[src/rtl/v_hier_sched_pkg.sv]
// Shared constants, index-width helper and lock-state encoding for the hierarchical scheduler.
package v_hier_sched_pkg;

    localparam int NREQ_MAX = 16;

    typedef enum logic {
        OPEN   = 1'b0,
        LOCKED = 1'b1
    } lock_state_e;

    // Bits needed to index n items (n >= 2).
    function automatic int clog2(input int n);
        int r;
        r = 0;
        for (int i = 0; i < 32; i++) begin
            if ((1 << i) < n) r = i + 1;
        end
        return r;
    endfunction

endpackage

[src/rtl/v_hier_rr_pick.sv]
// Rotate-priority picker: first requester at or after ptr, wrapping modulo NREQ.
// Latency: purely combinational.
// Backpressure: none; the caller decides whether the pick is consumed.
module v_hier_rr_pick
    import v_hier_sched_pkg::*;
#(
    parameter int NREQ = 4,
    parameter int IW   = clog2(NREQ)
) (
    input  logic [NREQ-1:0] req,
    input  logic [IW-1:0]   ptr,
    output logic [IW-1:0]   winner,
    output logic            any
);

    int idx;

    always_comb begin
        winner = '0;
        any    = 1'b0;
        idx    = 0;
        for (int k = 0; k < NREQ; k++) begin
            idx = (int'(ptr) + k) % NREQ;
            if (!any && req[IW'(idx)]) begin
                any    = 1'b1;
                winner = IW'(idx);
            end
        end
    end

endmodule

[src/rtl/v_hier_sched.sv]
// Round-robin scheduler feeding one shared leaf; optional owner lock under V_HIER_SCHED_LOCK_EN.
// Latency: grant in cycle N, out_valid/out_data in cycle N+1.
// Backpressure: one-deep output stage; no grant while it is full and out_ready is low.
module v_hier_sched
    import v_hier_sched_pkg::*;
#(
    parameter int NREQ     = 4,
    parameter int WIDTH    = 8,
    parameter int MAX_LOCK = 8
) (
    input  logic                     clk,
    input  logic                     reset,
    input  logic [NREQ-1:0]          req,
    input  logic [NREQ*WIDTH-1:0]    req_data,
    input  logic [NREQ-1:0]          lock,
    output logic [NREQ-1:0]          gnt,
    output logic                     out_valid,
    input  logic                     out_ready,
    output logic [WIDTH-1:0]         out_data,
    output logic [clog2(NREQ)-1:0]   out_src
);

    localparam int IW = clog2(NREQ);

    function automatic logic [IW-1:0] next_idx(input logic [IW-1:0] i);
        return (int'(i) == NREQ - 1) ? '0 : i + IW'(1);
    endfunction

    logic [IW-1:0]    ptr_q, ptr_d, pick_ptr, winner;
    logic [NREQ-1:0]  pick_req;
    logic             any, opp, load;
    logic             out_valid_q, out_valid_d;
    logic [WIDTH-1:0] out_data_q, out_data_d;
    logic [IW-1:0]    out_src_q, out_src_d;

    v_hier_rr_pick #(.NREQ(NREQ), .IW(IW)) u_pick (
        .req    (pick_req),
        .ptr    (pick_ptr),
        .winner (winner),
        .any    (any)
    );

    assign opp  = ~out_valid_q | out_ready;
    assign load = any & opp & ~reset;
    assign gnt  = load ? (NREQ'(1) << winner) : '0;

`ifdef V_HIER_SCHED_LOCK_EN
    localparam int CW = clog2(MAX_LOCK + 1);

    lock_state_e   state_q, state_d;
    logic [IW-1:0] owner_q, owner_d;
    logic [CW-1:0] cnt_q, cnt_d;
    logic          exit_lock;

    // Leaving the lock reopens arbitration in the same cycle, starting after the owner.
    always_comb begin
        exit_lock = (state_q == LOCKED) && opp &&
                    (!req[owner_q] || !lock[owner_q] || (cnt_q >= CW'(MAX_LOCK)));
        pick_ptr  = exit_lock ? next_idx(owner_q) : ptr_q;
        pick_req  = ((state_q == LOCKED) && !exit_lock) ? (req & (NREQ'(1) << owner_q)) : req;
        state_d   = exit_lock ? OPEN : state_q;
        owner_d   = owner_q;
        cnt_d     = exit_lock ? '0 : cnt_q;
        ptr_d     = pick_ptr;
        if (load) begin
            if (state_d == LOCKED) begin
                cnt_d = cnt_q + CW'(1);
            end else begin
                ptr_d = next_idx(winner);
                if (lock[winner]) begin
                    state_d = LOCKED;
                    owner_d = winner;
                    cnt_d   = CW'(1);
                end
            end
        end
    end

    always_ff @(posedge clk) begin
        if (reset) begin
            state_q <= OPEN;
            owner_q <= '0;
            cnt_q   <= '0;
        end else begin
            state_q <= state_d;
            owner_q <= owner_d;
            cnt_q   <= cnt_d;
        end
    end
`else
    logic unused_lock;
    localparam int UNUSED_MAX_LOCK = MAX_LOCK;
    assign unused_lock = ^lock;

    always_comb begin
        pick_ptr = ptr_q;
        pick_req = req;
        ptr_d    = load ? next_idx(winner) : ptr_q;
    end
`endif

    always_comb begin
        out_valid_d = out_valid_q;
        out_data_d  = out_data_q;
        out_src_d   = out_src_q;
        if (load) begin
            out_valid_d = 1'b1;
            out_data_d  = req_data[int'(winner)*WIDTH +: WIDTH];
            out_src_d   = winner;
        end else if (out_ready) begin
            out_valid_d = 1'b0;
        end
    end

    always_ff @(posedge clk) begin
        if (reset) begin
            ptr_q       <= '0;
            out_valid_q <= 1'b0;
            out_data_q  <= '0;
            out_src_q   <= '0;
        end else begin
            ptr_q       <= ptr_d;
            out_valid_q <= out_valid_d;
            out_data_q  <= out_data_d;
            out_src_q   <= out_src_d;
        end
    end

    assign out_valid = out_valid_q;
    assign out_data  = out_data_q;
    assign out_src   = out_src_q;

endmodule

[config.mk]
export PLATFORM = sky130hd
export DESIGN_NAME = v_hier_sched
export DESIGN_NICKNAME = d
export VERILOG_FILES = /design/src/rtl/v_hier_sched_pkg.sv /design/src/rtl/v_hier_rr_pick.sv /design/src/rtl/v_hier_sched.sv
export SDC_FILE = /design/constraint.sdc
export NUM_CORES = 1
export LEC_CHECK = 0
export ABC_AREA = 1
export CORE_MARGIN = 1
export CORE_UTILIZATION = 36
export CTS_CLUSTER_SIZE = 10
export DETAILED_ROUTE_END_ITERATION = 8
export HOLD_SLACK_MARGIN = 0.15
export PLACE_DENSITY = 0.55
export SYNTH_ARGS = -nofsm -noshare
export SYNTH_HDL_FRONTEND = slang
export SYNTH_HIERARCHICAL = 1
export SYNTH_SLANG_ARGS = --single-unit
[constraint.sdc]
create_clock -name clk -period 6.6 [get_ports clk]
set_clock_uncertainty 0.2 [all_clocks]
set_input_delay 0.99 -clock clk [delete_from_list [all_inputs] [get_ports clk]]
set_output_delay 0.99 -clock clk [all_outputs]
set_load 0.005 [all_outputs]
==> results of run 1 <==
[power groups by stage]
stage               Combinational, mW  Sequential, mW  Clock [mW]
floorplan                       0.415           0.503           0
global placement                0.613           0.506           0
detailed placement              0.624           0.506           0
CTS                             0.627           0.498       0.551
global route                    0.695           0.502       0.569
finish                          0.615           0.497       0.536
[per-layer routing]
layer	track usage, %	wire (um)	up-vias
li1	-	-	2230
met1	25.78	5663	1871
met2	29.88	4934	70
met3	3.647	476	19
met4	9.279	287	0
met5	0	0	-
[worst paths after layout]
kind	to	slack (ps)	depth (start not counted)
worst max register to register	pick_ptr[31]$_SDFFE_PP0P_	2550	17
worst max-delay path	gnt[0]	1030	17
worst min register to register	out_data[0]$_SDFFE_PP0P_	250	2
worst min-delay path	out_data[0]$_SDFFE_PP0P_	250	2
[synthesized netlist by cell type, types with 5 or more instances]
library cell               instances
sky130_fd_sc_hd__nand2_1         244
sky130_fd_sc_hd__nor2_1           92
sky130_fd_sc_hd__dfxtp_1          73
sky130_fd_sc_hd__o21ai_0          55
sky130_fd_sc_hd__inv_1            43
sky130_fd_sc_hd__nand3_1          43
sky130_fd_sc_hd__buf_4            29
sky130_fd_sc_hd__clkbuf_1         11
sky130_fd_sc_hd__nand2_2          10
sky130_fd_sc_hd__xor2_1           10
sky130_fd_sc_hd__o22ai_1           8
sky130_fd_sc_hd__buf_2             7
sky130_fd_sc_hd__a22o_1            6
sky130_fd_sc_hd__nand4_1           6
sky130_fd_sc_hd__nor2_4            6
sky130_fd_sc_hd__a21oi_1           5
sky130_fd_sc_hd__ha_1              5
sky130_fd_sc_hd__nor2_2            5
sky130_fd_sc_hd__nor3_1            5
[cells in the final DEF (no fill, tap or decap), drive strengths merged]
cell type	count
clkinvlp	1
nand2	258
clkdlybuf4s50	83
xnor2	4
nor3	6
nand4	6
nand3b	1
nand3	45
ha	5
a21oi	5
nor2	103
clkbuf	11
o21ai	58
xor2	10
o22ai	8
bufinv	2
dfxtp	73
buf	6
clkinv	3
a22o	6
inv	45
[area by class of cell]
cell class              count  area, um2  share of cell area, %
well taps                 143      178.9                  3.296
flip-flops and latches     73       1461                  26.92
repair buffers             89      875.8                  16.14
multi-input cells         515       2406                  44.33
clock inverters             5      77.57                  1.429
inverters                  46      175.2                  3.227
clock buffers              11      252.7                  4.657
[per-stage QoR]
stage | instances | setup WS [ps] | cell area [um2]
detailed placement | 866 | 983.0 | 5097
floorplan | 681 | 2227 | 4317
global placement | 866 | 1009 | 5097
global route | 882 | 659.4 | 5428
CTS | 882 | 983.0 | 5428
finish | 882 | 1034 | 5428
[tightest hold or removal path, delay by kind of cell, from the launching register on]
| family | cells | cell delay (ps) |
|---|---|---|
| AND/OR/NAND/NOR | 2 | 110 |
| flip-flops | 1 | 300 |
[logic make-up after synthesis]
kind of cell | synth area share (%)
xor+xnor | 2.840
fa+ha+maj | 1.449
flops | 33.86
simple gates | 41.30
compound gates | 9.681
buf+inv | 10.87
[state kept, by name, summed over array words and instances (netlist names)]
signal / cells
pick_ptr: 32
out_data: 8
out_valid: 1
out_src: 32
==> impl_metrics.yaml, run 1 <==
detailed_routing:
  drt_first_iter_violations: 189
  post_detailed_route_count_of_antenna_violating_nets: 0
  finalWirelength_um: 11360
  detail_route.first_pass.iterations: 8
  routedWlPerCell_um: 12.88
  route.detailed.vias_per_inst: 4.751
  detailroute.via_count: 4190
  remaining_routing_drc_violations: 4
global_route:
  grt_start_max_net_pins: 72
  grt_first_pass_wirelength_um: 18980
  number_of_global_route_vias_before_repair: 3971
  number_of_antenna_violations_at_the_first_check_in_global_routing: 0
  global_route.usage.total_pct: 19.27
  grt.overflow.total: 0
place:
  dpl.hpwl_um: 8106
  port_buffers: 83
  place.gp.congestion: 0.8689
clock_tree:
  cts_tree: "built"
  clock_tree.buffer_depth: 2
  cts_hold_buffers: 0
  cts.repair.resized: 0
  clockRootBuffer: "sky130_fd_sc_hd__clkbuf_16"
  htreeDepth: 3
  clock_latency_ps: 340
  cts_made_buffers: 9
  post-cts-setup-buffer-count: 0
  number_of_clock_sinks: 73
  worst_setup_hold_path_clk_slew_ps: 50
yosys:
  synth_cell_types: 28
  async_flop_share_pct: 0
  synth_area_per_cell_um2: 6.339
  synth_top_area_cell: "sky130_fd_sc_hd__dfxtp_1"
  syn_inst: 681
  synthesis.area_mm2: 0.004317
  synth_top_area_share_pct: 33.86
  synth_area_leaders: "sky130_fd_sc_hd__dfxtp_1 34%, sky130_fd_sc_hd__nand2_1 21%, sky130_fd_sc_hd__nor2_1 8.0%"
  synth_edf_count: 0
  synth.ff_latch_count: 73
  mappedNetlistNets: 729
  ys_dominant_reg_cell: "sky130_fd_sc_hd__dfxtp_1"
  seq_area_frac_synth_pct: 33.86
  yosys_warnings: 6
power_and_ir_drop:
  power.combinational.fraction_pct: 37.3
  total_leakage_power_nw: 2.154
  share_seq_of_total_power_pct: 30.2
  power.share.clock_pct: 32.5
  p_sw_uw: 603.7
  irDropWorstVdd_uv: 181.3
  power-per-cell-area_mw_per_mm2: 303.8
  power_report.internal_total_mw: 1.045
  p_sw_share_pct: 36.61
  power_mw: 1.649
status:
  outcome: "complete, but fails checks"
  failed_checks: "design-rule violations"
timing:
  fin_crit_sh_pct: 84.33
  worst_hold_slack_ps: 248.9
  timing.final.max_slew_violations: 0
  tns_ps: 0
  worst_pin_slew_ps: 881.1
  maxSlewHeadroom_pct: 40.89
  final-hold-violation-count: 0
  achievable-frequency_mhz: 179.7
  finalWorstPathRequiredPeriod_ps: 5566
  setup_viol_count_final: 0
  rsz0062_at_grt: "false"
finish:
  fillCellCount: 1232
  post-route-util_pct: 46.93
  num-nets-final: 782
  antenna-diode-count: 0
  areaGrowthSynthToFinish_pct: 25.74
  drive_gt1_share_pct: 7.307
floorplan:
  fp.coreArea_mm2: 0.01156
  die_width_um: 111.5
  initial_utilization_pct: 37.33
  io_pins: 88
  die-area_mm2: 0.01243
  floorplan.die.height_um: 111.5
  floorplan.rows: 39
critical_path:
  critical_path.endpoint_type: "output pin"
  crit_path_start_kind: "input pin"
  timing.critical_path.cells: "clkdlybuf4s50_1 -> inv_1 -> nand2_1 -> nand2_1 -> nand2_1 -> nand2_1 -> inv_1 -> nor2_4 -> nand2_2 -> inv_1 -> a21oi_1 -> nand2_1 -> buf_4 -> clkinv_1 -> nand3_1 -> nor2_1 -> clkdlybuf4s50_1"
  cpLargestDelayFamily: "buffers and inverters"
  r2r_start: "pick_ptr[0]$_SDFFE_PP0P_"
  worstPathRequired_ps: 5410
  critical-path-slowest-cell: "sky130_fd_sc_hd__clkinv_1"
  critical_path.most_common_cell: "sky130_fd_sc_hd__nand2_1"
  worst_path_largest_cell_delay_ps: 810
  worst-endpoint-arrival_ps: 4380
  worstPathMaxFanout: 40
  cp.buffers_inverters: 7
  cp_launch_point: "req[3]"
  critical_path_class: "in -> out"
min_path:
  hold_class: "reg -> reg"
  hold_path.startpoint: "out_data[0]$_SDFFE_PP0P_"
run:
  timing.max_cap.violations: 0
No activity file was read; power rests on OpenSTA's default activity.
==> inputs of run 2 (changes only) <==
--- a/config.mk
+++ b/config.mk
@@ -11,7 +11,7 @@
 export CTS_CLUSTER_SIZE = 10
 export DETAILED_ROUTE_END_ITERATION = 8
 export HOLD_SLACK_MARGIN = 0.15
-export PLACE_DENSITY = 0.55
+export PLACE_DENSITY = 0.58
 export SYNTH_ARGS = -nofsm -noshare
 export SYNTH_HDL_FRONTEND = slang
 export SYNTH_HIERARCHICAL = 1
==> constraint.sdc (replaced) <==
create_clock -name clk -period 5.1 [get_ports clk]
set_clock_uncertainty 0.2 [all_clocks]
set_input_delay 0.765 -clock clk [delete_from_list [all_inputs] [get_ports clk]]
set_output_delay 0.765 -clock clk [all_outputs]
set_load 0.005 [all_outputs]
==> impl_metrics.yaml, run 2 (synthesized netlist as in run 1, its figures left out) <==
power_and_ir_drop:
  power_report.internal_total_mw: 1.376
  p_sw_uw: 790.7
  power_mw: 2.167
  p_sw_share_pct: 36.49
  power-per-cell-area_mw_per_mm2: 393.7
  total_leakage_power_nw: 2.215
  power.share.clock_pct: 32.3
  share_seq_of_total_power_pct: 29.6
  irDropWorstVdd_uv: 216.6
  power.combinational.fraction_pct: 38.1
place:
  port_buffers: 83
  dpl.hpwl_um: 8149
  place.gp.congestion: 0.8675
  placed_area_mm2: 0.005142
timing:
  worst_pin_slew_ps: 656.3
  timing.final.max_slew_violations: 0
  setup_viol_count_final: 0
  final-hold-violation-count: 0
  achievable-frequency_mhz: 203.5
  fin_crit_sh_pct: 96.34
  maxSlewHeadroom_pct: 56.09
  finalWorstPathRequiredPeriod_ps: 4913
global_route:
  number_of_antenna_violations_at_the_first_check_in_global_routing: 0
  global_route.usage.total_pct: 19.14
  grt_start_max_net_pins: 53
  grt_first_pass_wirelength_um: 18880
  number_of_global_route_vias_before_repair: 3968
  grt.overflow.total: 0
clock_tree:
  clock_latency_ps: 340
  clock_tree.buffer_depth: 2
  clockRootBuffer: "sky130_fd_sc_hd__clkbuf_16"
  cts_made_buffers: 9
  htreeDepth: 3
  worst_setup_hold_path_clk_slew_ps: 60
  post-cts-setup-buffer-count: 0
  number_of_clock_sinks: 73
  cts_tree: "built"
critical_path:
  worstPathRequired_ps: 4140
  crit_path_start_kind: "register"
  total_number_of_cells_along_the_worst_setup_path: 16
  cp.buffers_inverters: 4
  cpLargestDelayFamily: "simple AND/OR/NAND/NOR gates"
  timing.critical_path.cells: "inv_2 -> ha_1 -> inv_1 -> nand3_1 -> nand2_4 -> nor3_1 -> a21oi_2 -> nand3_4 -> inv_1 -> nand2_1 -> nor2_1 -> nand2_1 -> nor2_1 -> nand2_1 -> nor2_1 -> clkdlybuf4s50_1"
  reg2regPathDepth: 17
  ff2ff_setup_slack_ps: 1060
  critical_path_class: "reg -> out"
  critical-path-slowest-cell: "sky130_fd_sc_hd__clkdlybuf4s50_1"
  setup.worst_path.end: "gnt[2]"
  worst_path_largest_cell_delay_ps: 540
  r2r-end: "pick_ptr[27]$_SDFFE_PP0P_"
  worst-endpoint-arrival_ps: 3950
  r2r_start: "pick_ptr[0]$_SDFFE_PP0P_"
  critical_path.endpoint_type: "output pin"
  worstPathMaxFanout: 11
  cp_launch_point: "pick_ptr[0]$_SDFFE_PP0P_"
finish:
  layout.cells.most_common_list: "244 x sky130_fd_sc_hd__nand2_1, 91 x sky130_fd_sc_hd__nor2_1, 83 x sky130_fd_sc_hd__clkdlybuf4s50_1"
  num-nets-final: 790
  antenna-diode-count: 0
  drive_gt1_share_pct: 8.434
  final_common_cell: "sky130_fd_sc_hd__nand2_1"
  areaGrowthSynthToFinish_pct: 27.51
  stdcell_area_mm2: 0.005504
status:
  outcome: "complete, but fails checks"
  failed_checks: "design-rule violations"
detailed_routing:
  met2_length_um: 5105
  met1Wirelength_um: 5899
  remaining_routing_drc_violations: 3
  drt_first_iter_violations: 197
  detail_route.first_pass.iterations: 6
  routedWlPerCell_um: 13.01
  finalWirelength_um: 11580
  top_signal_layer_used: "met4"
  met3_wirelength_from_detailed_routing_um: 381
  route.detailed.vias_per_inst: 4.774
  detailroute.via_count: 4249
  post_detailed_route_count_of_antenna_violating_nets: 0
floorplan:
  die_width_um: 111.5
  floorplan.rows: 39
  initial_utilization_pct: 37.33
  fp.coreArea_mm2: 0.01156
  io_pins: 88
  floorplan.die.height_um: 111.5
  die-area_mm2: 0.01243
run:
  timing.max_cap.violations: 0
min_path:
  hold_class: "reg -> reg"
run 2: cell types whose count changed in the layout (fill, tap and decap cells not counted):
cell                      before  now
sky130_fd_sc_hd__nand3_4       1    2
sky130_fd_sc_hd__buf_4         6   12
sky130_fd_sc_hd__nand3_2       2    3
sky130_fd_sc_hd__a21oi_1       5    4
sky130_fd_sc_hd__a21oi_2       0    1
run 2: worst reg2reg max path: stages, from the launching register on:
cell                      delay (ps)
sky130_fd_sc_hd__dfxtp_1         520
sky130_fd_sc_hd__inv_2           180
sky130_fd_sc_hd__ha_1            380
sky130_fd_sc_hd__inv_1           110
sky130_fd_sc_hd__nand3_1         130
sky130_fd_sc_hd__nand2_4         120
sky130_fd_sc_hd__nand2_4          70
sky130_fd_sc_hd__nor3_1          140
sky130_fd_sc_hd__nand2_1         240
sky130_fd_sc_hd__nand3_4         280
sky130_fd_sc_hd__buf_4           490
sky130_fd_sc_hd__nand2_1         220
sky130_fd_sc_hd__nor2_2          180
sky130_fd_sc_hd__nand2_1          70
sky130_fd_sc_hd__nor2_1          330
sky130_fd_sc_hd__nand3_1         140
sky130_fd_sc_hd__nand3_1         100
sky130_fd_sc_hd__nand2_1          50
run 2: timing repair:
item / in CTS / in global routing
resized for setup: 0 / 2
hold buffers: 0 / 0
endpoints found under the setup margin: 0 / 4
run 2: per-stage QoR:
step	setup slack, ps	setup TNS, ps	instances	util, %	hold slack, ps
3_5_place_dp	291.2	0	872	44.47	240.1
5_1_grt	-40.47	-98.76	890	47.59	266.0
4_1_cts	90.29	0	888	47.32	253.5
3_3_place_gp	314.1	0	872	44.47	237.3
6_report	186.7	0	890	47.59	250.0
2_1_floorplan	1031	0	681	-	226.0
run 2: power groups by stage:
stage | Sequential (mW) | Combinational, mW | Clock [mW]
3_5_place_dp | 0.653 | 0.824 | 0
5_1_grt | 0.645 | 0.918 | 0.743
2_1_floorplan | 0.651 | 0.536 | 0
6_report | 0.642 | 0.825 | 0.701
3_3_place_gp | 0.652 | 0.818 | 0
4_1_cts | 0.641 | 0.828 | 0.716
run 2: worst min path at each step:
stage                               from                   endpoint  cells after the start
3_5_place_dp   pick_ptr[23]$_SDFFE_PP0P_  pick_ptr[23]$_SDFFE_PP0P_                      2
6_report       pick_ptr[21]$_SDFFE_PP0P_  pick_ptr[21]$_SDFFE_PP0P_                      2
2_1_floorplan  pick_ptr[17]$_SDFFE_PP0P_  pick_ptr[17]$_SDFFE_PP0P_                      2
3_3_place_gp   pick_ptr[18]$_SDFFE_PP0P_  pick_ptr[18]$_SDFFE_PP0P_                      2
5_1_grt         out_data[4]$_SDFFE_PP0P_   out_data[4]$_SDFFE_PP0P_                      2
4_1_cts        pick_ptr[20]$_SDFFE_PP0P_  pick_ptr[20]$_SDFFE_PP0P_                      2
run 2: layout make-up:
cell class | count | area, um2
clock inverter | 5 | 77.57
multi-input combinational | 517 | 2437
tap | 143 | 178.9
clock buffer | 11 | 252.7
fill | 1171 | 6061
sequential | 73 | 1461
timing repair buffer | 95 | 920.9
inverter | 46 | 175.2
run 2: layer usage:
metal / vias up / GRT usage [%]
li1: 2263 / -
met1: 1901 / 26.19
met2: 70 / 29.63
met3: 15 / 3.266
met4: 0 / 8.288
met5: - / 0
